### src/rtl/vip_job_sched.sv
// vip_job_sched
//   Runs one VIP vector-inner-product core over a batch of jobs. Job n reads
//   its operands from memory bank n (1024 words per bank). For each job the
//   scheduler:
//     - pulses the VIP reset,
//     - holds VipStart while the VIP runs,
//     - adds the VIP's signed result into a running sum.
//   A job that runs past TIMEOUT cycles aborts the whole batch with Error set.
//
// Ports
//   clk, rst_n          clock, asynchronous active-low reset
//   Start, NumJobs      host batch request; NumJobs is the job count minus one
//   Busy, Done, Error   batch status; Error is meaningful while Done is high
//   JobIdx              current job index, or the last one run
//   SumResult           signed sum of the results of completed jobs
//   MemAddr/MemEn/MemData   shared data memory port (read data is combinational)
//   VipRst_n/VipStart       registered VIP control
//   VipAddr/VipEn/VipData   VIP local memory port, mapped into the job's bank
//   VipResult/VipFinish     VIP result and level completion flag
module vip_job_sched #(
  parameter int dataWidth = 32,
  parameter int memWidth  = 10,
  parameter int bankWidth = 2,
  parameter int TIMEOUT   = 4096
) (
  input  logic                           clk,
  input  logic                           rst_n,
  input  logic                           Start,
  input  logic [bankWidth-1:0]           NumJobs,
  output logic                           Busy,
  output logic                           Done,
  output logic                           Error,
  output logic [bankWidth-1:0]           JobIdx,
  output logic [dataWidth+bankWidth-1:0] SumResult,
  output logic [bankWidth+memWidth-1:0]  MemAddr,
  output logic                           MemEn,
  input  logic [dataWidth-1:0]           MemData,
  output logic                           VipRst_n,
  output logic                           VipStart,
  input  logic [memWidth-1:0]            VipAddr,
  input  logic                           VipEn,
  output logic [dataWidth-1:0]           VipData,
  input  logic [dataWidth-1:0]           VipResult,
  input  logic                           VipFinish
);

  localparam int timerWidth = $clog2(TIMEOUT + 1);

  typedef enum logic [2:0] {IDLE, RST, RUN, CAP, FIN} state_t;

  state_t                 state;
  logic [bankWidth-1:0]   last_job;
  logic [dataWidth-1:0]   last_result;
  logic [1:0]             rst_cnt;
  logic [timerWidth-1:0]  timer;

  // The VIP's local address space is placed inside the bank of the current job.
  // Memory reads are only let through while the VIP is actually running.
  assign MemAddr = {JobIdx, VipAddr};
  assign MemEn   = VipEn & (state == RUN);
  assign VipData = MemEn ? MemData : '0;

  always_ff @(posedge clk or negedge rst_n) begin
    if (!rst_n) begin
      state       <= IDLE;
      Busy        <= 1'b0;
      Done        <= 1'b0;
      Error       <= 1'b0;
      JobIdx      <= '0;
      SumResult   <= '0;
      VipRst_n    <= 1'b0;
      VipStart    <= 1'b0;
      last_job    <= '0;
      last_result <= '0;
      rst_cnt     <= '0;
      timer       <= '0;
    end else begin
      case (state)
        // IDLE and FIN both accept a new batch. Done and Error from the
        // previous batch stay visible until that happens.
        IDLE, FIN: begin
          if (Start) begin
            last_job  <= NumJobs;
            JobIdx    <= '0;
            SumResult <= '0;
            Error     <= 1'b0;
            Done      <= 1'b0;
            Busy      <= 1'b1;
            rst_cnt   <= '0;
            state     <= RST;
          end
        end

        // Hold the VIP in reset for two cycles, then release it and start it.
        RST: begin
          if (rst_cnt == 2'd1) begin
            VipRst_n <= 1'b1;
            VipStart <= 1'b1;
            timer    <= '0;
            state    <= RUN;
          end else begin
            rst_cnt <= rst_cnt + 2'd1;
          end
        end

        // If VipFinish arrives on the last allowed cycle, the job completes;
        // completion takes priority over the timeout.
        RUN: begin
          if (VipFinish) begin
            last_result <= VipResult;
            VipRst_n    <= 1'b0;
            VipStart    <= 1'b0;
            state       <= CAP;
          end else if (timer == timerWidth'(TIMEOUT - 1)) begin
            Error    <= 1'b1;
            Done     <= 1'b1;
            Busy     <= 1'b0;
            VipRst_n <= 1'b0;
            VipStart <= 1'b0;
            state    <= FIN;
          end else begin
            timer <= timer + 1'b1;
          end
        end

        // Accumulate the sign-extended result. The sum is bankWidth bits
        // wider than a result, so a full batch of results cannot overflow it.
        CAP: begin
          SumResult <= SumResult +
                       {{bankWidth{last_result[dataWidth-1]}}, last_result};
          if (JobIdx == last_job) begin
            Done  <= 1'b1;
            Busy  <= 1'b0;
            state <= FIN;
          end else begin
            JobIdx  <= JobIdx + 1'b1;
            rst_cnt <= '0;
            state   <= RST;
          end
        end

        default: state <= IDLE;
      endcase
    end
  end

endmodule

### config.mk
export PLATFORM = sky130hd
export DESIGN_NAME = vip_job_sched
export DESIGN_NICKNAME = d
export VERILOG_FILES = /design/src/rtl/vip_job_sched.sv
export SDC_FILE = /design/constraint.sdc
export NUM_CORES = 1
export LEC_CHECK = 0
export BUFFER_PORTS_ARGS = -buffer_cell sky130_fd_sc_hd__buf_4
export CORE_MARGIN = 3
export CORE_UTILIZATION = 45
export CTS_CLUSTER_SIZE = 28
export DETAILED_ROUTE_END_ITERATION = 10
export PLACE_DENSITY = 0.81
export SETUP_SLACK_MARGIN = 0.4
export SYNTH_ARGS = -nofsm -noshare
export SYNTH_HDL_FRONTEND = slang
export SYNTH_SLANG_ARGS = --single-unit
### constraint.sdc
create_clock -name clk -period 5.7 [get_ports clk]
set_input_delay 1.14 -clock clk [delete_from_list [all_inputs] [get_ports clk]]
set_output_delay 1.14 -clock clk [all_outputs]
set_load 0.05 [all_outputs]
### Yosys cells after proc, flatten, opt, wreduce, memory -nomap -nowiden

Cells that the tools add are included.

| word-level totals | value |
|---|---|
| ROM bits | 0 |
| register bits after elaboration | 92 |
| output and inout bits | 86 |
| latch bits | 0 |
| input port bits | 81 |
| memories | 0 |
| memory bits (writable) | 0 |

| cells by class | value |
|---|---|
| bitwise operators | 1 |
| reductions and logical operators | 17 |
| multiplexer cells | 33 |
| add/sub/neg operators | 4 |
| magnitude comparators | 0 |
| equal/unequal tests | 16 |
| div/mod/pow operators | 0 |
| $mul | 0 |
| shift-type cells | 0 |

Operators with widths:

| operator | number |
|---|---|
| $pmux W34 S2 | 1 |
| $mux W13 | 3 |
| $add A34 B34 Y34 | 1 |
| $mux W34 | 1 |
| $mux W32 | 1 |
| $pmux W13 S2 | 1 |
| $mux W3 | 5 |
| $ne A2 B2 Y1 const B | 7 |
| $add A13 B1 Y13 const B | 1 |
| $eq A13 B12 Y1 const B | 1 |
| $pmux W3 S4 | 1 |
| $reduce_and A4 Y1 | 3 |
| $mux W1 | 10 |
| $reduce_and A3 Y1 | 3 |
| $mux W2 | 4 |
| $eq A3 B2 Y1 const B | 2 |
| $pmux W1 S3 | 2 |
| $pmux W2 S3 | 1 |
| $reduce_and A2 Y1 | 3 |
| $reduce_bool A2 Y1 | 3 |
| $reduce_bool A3 Y1 | 2 |
| $reduce_and A5 Y1 | 1 |
| $add A2 B1 Y2 const B | 2 |
| $pmux W1 S2 | 2 |
| other kinds (10) | 10 |

### Longest topological paths before layout

| depth | value |
|---|---|
| depth in word-level cells | 4 |
| mapped depth | 11 |
| gate-level depth less buffers | 11 |

### Worst setup path before layout

OpenSTA, ideal clock, no wires.

| timing | value |
|---|---|
| path type | register -> output |
| from | reg state[1] |
| to | out VipData[24] |
| data required time | 4.560 ns |
| buffers on the path | 3 |
| data arrival time | 1.964 ns |
| slack | 2.596 ns |
| stages on the path, launching flop included | 7 |
| path through | dfrtp_1 -> clkbuf_1 -> nor2b_1 -> nor2b_1 -> clkbuf_1 -> clkbuf_1 -> and3_1 |

| between the ends | value |
|---|---|
| cells in the longest elaborated chain, start to end | 3 |

RTL lines:

| what | RTL line | RTL |
|---|---|---|
| from (decl) | 51 | `state_t state;` |
| from (signal assigned) | 65 | `state <= IDLE;` |
| from (signal assigned) | 90 | `state <= RST;` |
| from (signal assigned) | 100 | `state <= RUN;` |
| $eq A3 B2 Y1 | 60 | `assign MemEn = VipEn & (state == RUN);` |
| $and A1 B1 Y1 | 60 |  |
| $mux W32 | 61 | `assign VipData = MemEn ? MemData : '0;` |
| to (decl) | 42 | `output logic [dataWidth-1:0] VipData,` |

Every way passes these cells.

### Final worst setup path

| timing | value |
|---|---|
| from | reg state[1] |
| to | out VipData[21] |

Same word-level chain as after synthesis.

==> metrics.md <==
| Metric | Value |
|---|---|
| Initial antenna violation count | `0` |
| Setup skew after layout | `0.00937 ns` |
| Drt initial violations | `between 300 and 400` |
| Final Cycle Share | `65.3%` |
| Hpwl dp | `11200 um` |
| ANT nets after route | `0` |
| Final net count | `895` |
| Worst rel slew slack | `a little over a fifth` |
| First-pass GRT wire length | `24100 um` |
| Drt pass-1 iters | `5` |
| #FFs+latches synth | `92` |
| Sequential fraction of the synthesis area | `37.9%` |
| CP cell instances | `nor2b_1 > nor2b_2 > and3_1 > buf_4` |
| Worst Setup End Kind | `output pin` |
| Storage cell area | `2300 sq um` |
| Leakage | `3.75 nW` |
| Aggregate global-route resource usage | `19.9%` |
| Die Width | `roughly 120 um` |
| Yosys warns | `0` |
| Synth top area cells | `dfrtp_1, ha_1, mux2_2` |
| Clock latency at the later pin of the worst-skew pair | `0.35 ns` |
| DP Worst Slack | `2.42 ns` |
| Arr. time, crit path | `2.58 ns` |
| Die height | `122 um` |
| Final min period | `3.72 ns` |
| Setup violators final | `0` |
| Share of layout cells above drive strength 1 | `26.9%` |
| Syn Nets | `780` |
| GPL Wtd Cong | `between 0.8 and 0.9` |
| IO buf count | `146` |
| Crit path max fanout | `39` |
| CP max-delay cell | `nor2b_2` |
| Via density | `between 5 and 6` |
| Post-CTS setup buffer count | `0` |
| CTS tree | `yes` |
| Synth Cell Area | `6070 sq um` |
| Hold buffers post-CTS | `0` |
| Peak Freq | `269 MHz` |
| Syn-to-layout area delta | `23.0%` |
| Syn avg cell area | `9.16 sq um` |
| Post-synthesis cell type count | `61` |
| Max_cap viols | `0` |
| Final setup TNS | `0 ns` |
| Total number of vias | `5263` |
| Commonest cells in the netlist | `dfrtp_1, nand2_1, a21oi_1, o21ai_0, nor2_1` |
| Row count | `41` |
| Synth async-reset ratio | `100%` |
| Final slew viol count | `0` |
| Slowest stage delay, CP | `0.98 ns` |
| Multi-input gate area | `3480 sq um` |
| Clk sinks | `92` |
| CP startpoint kind | `flop` |
| Crit path kind | `reg -> out` |
| Cells after Synth | `663` |
| Clock buffer count from CTS | `9` |
| Share of the synthesized area in the top cell type | `~38%` |
| CP required | `4.56 ns` |
| Final setup margin | `approximately 2 ns` |
| Final hold viol count | `0` |
| PD cells | `536 nW/um^2` |
| Synth area leader | `dfrtp_1` |
| Slew @ Worst Pin | `roughly 1.2 ns` |
| Initial Util | `about 47%` |
| Die area | `14900 sq um` |
| Number of global-route vias before repair | `5027` |
| DRC Markers | `0` |
| Root buffer cell | `clkbuf_16` |
| Clock Tree Buf Depth | `2` |
| Worst vdd ir | `294 uV` |
| EDFF count, synth | `0` |
| Largest net degree at the start of global routing | `57` |
| Fill count | `1200` |
| Wirelength, routed | `15000 um` |
| Worst Hold Class | `reg -> reg` |
| Post-cts gate resize count | `0` |
| Clock Pin Slew Worst Setup and Hold Paths | `0.07 ns` |
| Most common cell in the netlist | `dfrtp_1` |
| Outcome | `finished, final reports clean` |
| Diodes inserted | `0` |
| Drt wl/cell | `between 15 and 20 um` |
| Top_reg_cell synth | `dfrtp_1` |
| # H-tree levels | `3` |
| IO Count | `167` |
| RSZ-0062 raised after global routing | `false` |
| Core area | `roughly 13000 sq um` |
| Global route overflow | `0` |
==> worst max-delay path: cells and delay by family (launching register included) <==
kind,cells,cell delay [ns]
DFF,1,0.49
buffers and inverters,1,0.20
and+or+nand+nor,3,1.53
==> kinds of logic (layout without fill, tap and decap cells) <==
family	count (synthesis)	after routing	synth area share (%)
fa+ha+maj	36	36	7.54
xor+xnor	29	29	4.18
mux	36	36	6.61
buf+inv	62	182	4.92
compound gates	182	182	19.8
flops	92	92	37.9
simple gates	226	226	19.0
==> cells in the final DEF, fill, tap and decap left out, drive strengths merged, types with 3 or more instances in the layout <==
cell,netlist,routed
clkbuf,23,11
o21ai,48,48
a211oi,5,5
and3,33,33
nand2b,9,9
nand3,15,15
or3,6,6
o21a,6,6
a22o,5,5
buf,22,149
and2,8,8
nor3,8,8
xnor2,17,17
o211ai,6,6
o31ai,6,6
mux2i,3,3
inv,17,19
nand4,13,13
nor2,39,39
and4,3,3
nand2,71,71
a21boi,3,3
nand3b,5,5
ha,35,35
mux2,33,33
a31oi,4,4
a21oi,46,46
o21bai,8,8
dfrtp,92,92
a21o,29,29
nor2b,7,7
xor2,12,12
==> power by group <==
part / switching [mW] / total [mW] / leakage [nW] / internal [mW]
clock: 0.259 / 0.602 / 0.141 / 0.343
sequential: 0.203 / 1.09 / 1.19 / 0.884
combinational: 1.43 / 2.31 / 2.42 / 0.881
==> final cells by class <==
class	count	share of cell area, %
Tap cell	172	2.88
Multi-Input combinational cell	509	46.5
Timing Repair Buffer	149	15.0
Clock inverter	5	0.804
Sequential cell	92	30.8
Clock buffer	11	3.12
Inverter	17	0.854
==> layer usage <==
layer,global-route usage (%),up-vias,share of wire (%)
li1,-,2619,-
met1,27.9,2490,46
met2,31.3,134,47
met3,3.99,20,5.1
met4,5.81,0,1.6
met5,0,-,0
==> registers in the layout, indices dropped and copies added, names as in the netlist <==
name	cells
Error	1
SumResult	34
Done	1
state	3
JobIdx	2
rst_cnt	2
VipStart	1
last_job	2
last_result	32
Busy	1
timer	13
==> per-stage QoR <==
step / power (mW) / std cells / util [%] / instance area (sq um) / hold WS (ns)
floorplan: 2.86 / 663 / - / 6070 / 0.450
detailed placement: 3.39 / 939 / 55.5 / 7180 / 0.466
global route: 4.30 / 955 / 57.8 / 7470 / 0.531
global placement: 3.34 / 939 / 55.5 / 7180 / 0.461
CTS: 4.01 / 955 / 57.8 / 7470 / 0.482
finish: 4.00 / 955 / 57.8 / 7470 / 0.479
==> final timing paths <==
kind | start | end | slack (ns) | depth (start not counted)
max reg2reg | state[1] | last_result[17] | 2.37 | 5
max in group asynchronous | rst_n | SumResult[12] | 3.89 | 2
min reg2reg | rst_cnt[1] | rst_cnt[1] | 0.48 | 1
min in group asynchronous | rst_n | last_result[27] | 0.74 | 1
min | rst_cnt[1] | rst_cnt[1] | 0.48 | 1
max | state[1] | VipData[21] | 1.98 | 4
(Power assumes the default switching activity.)
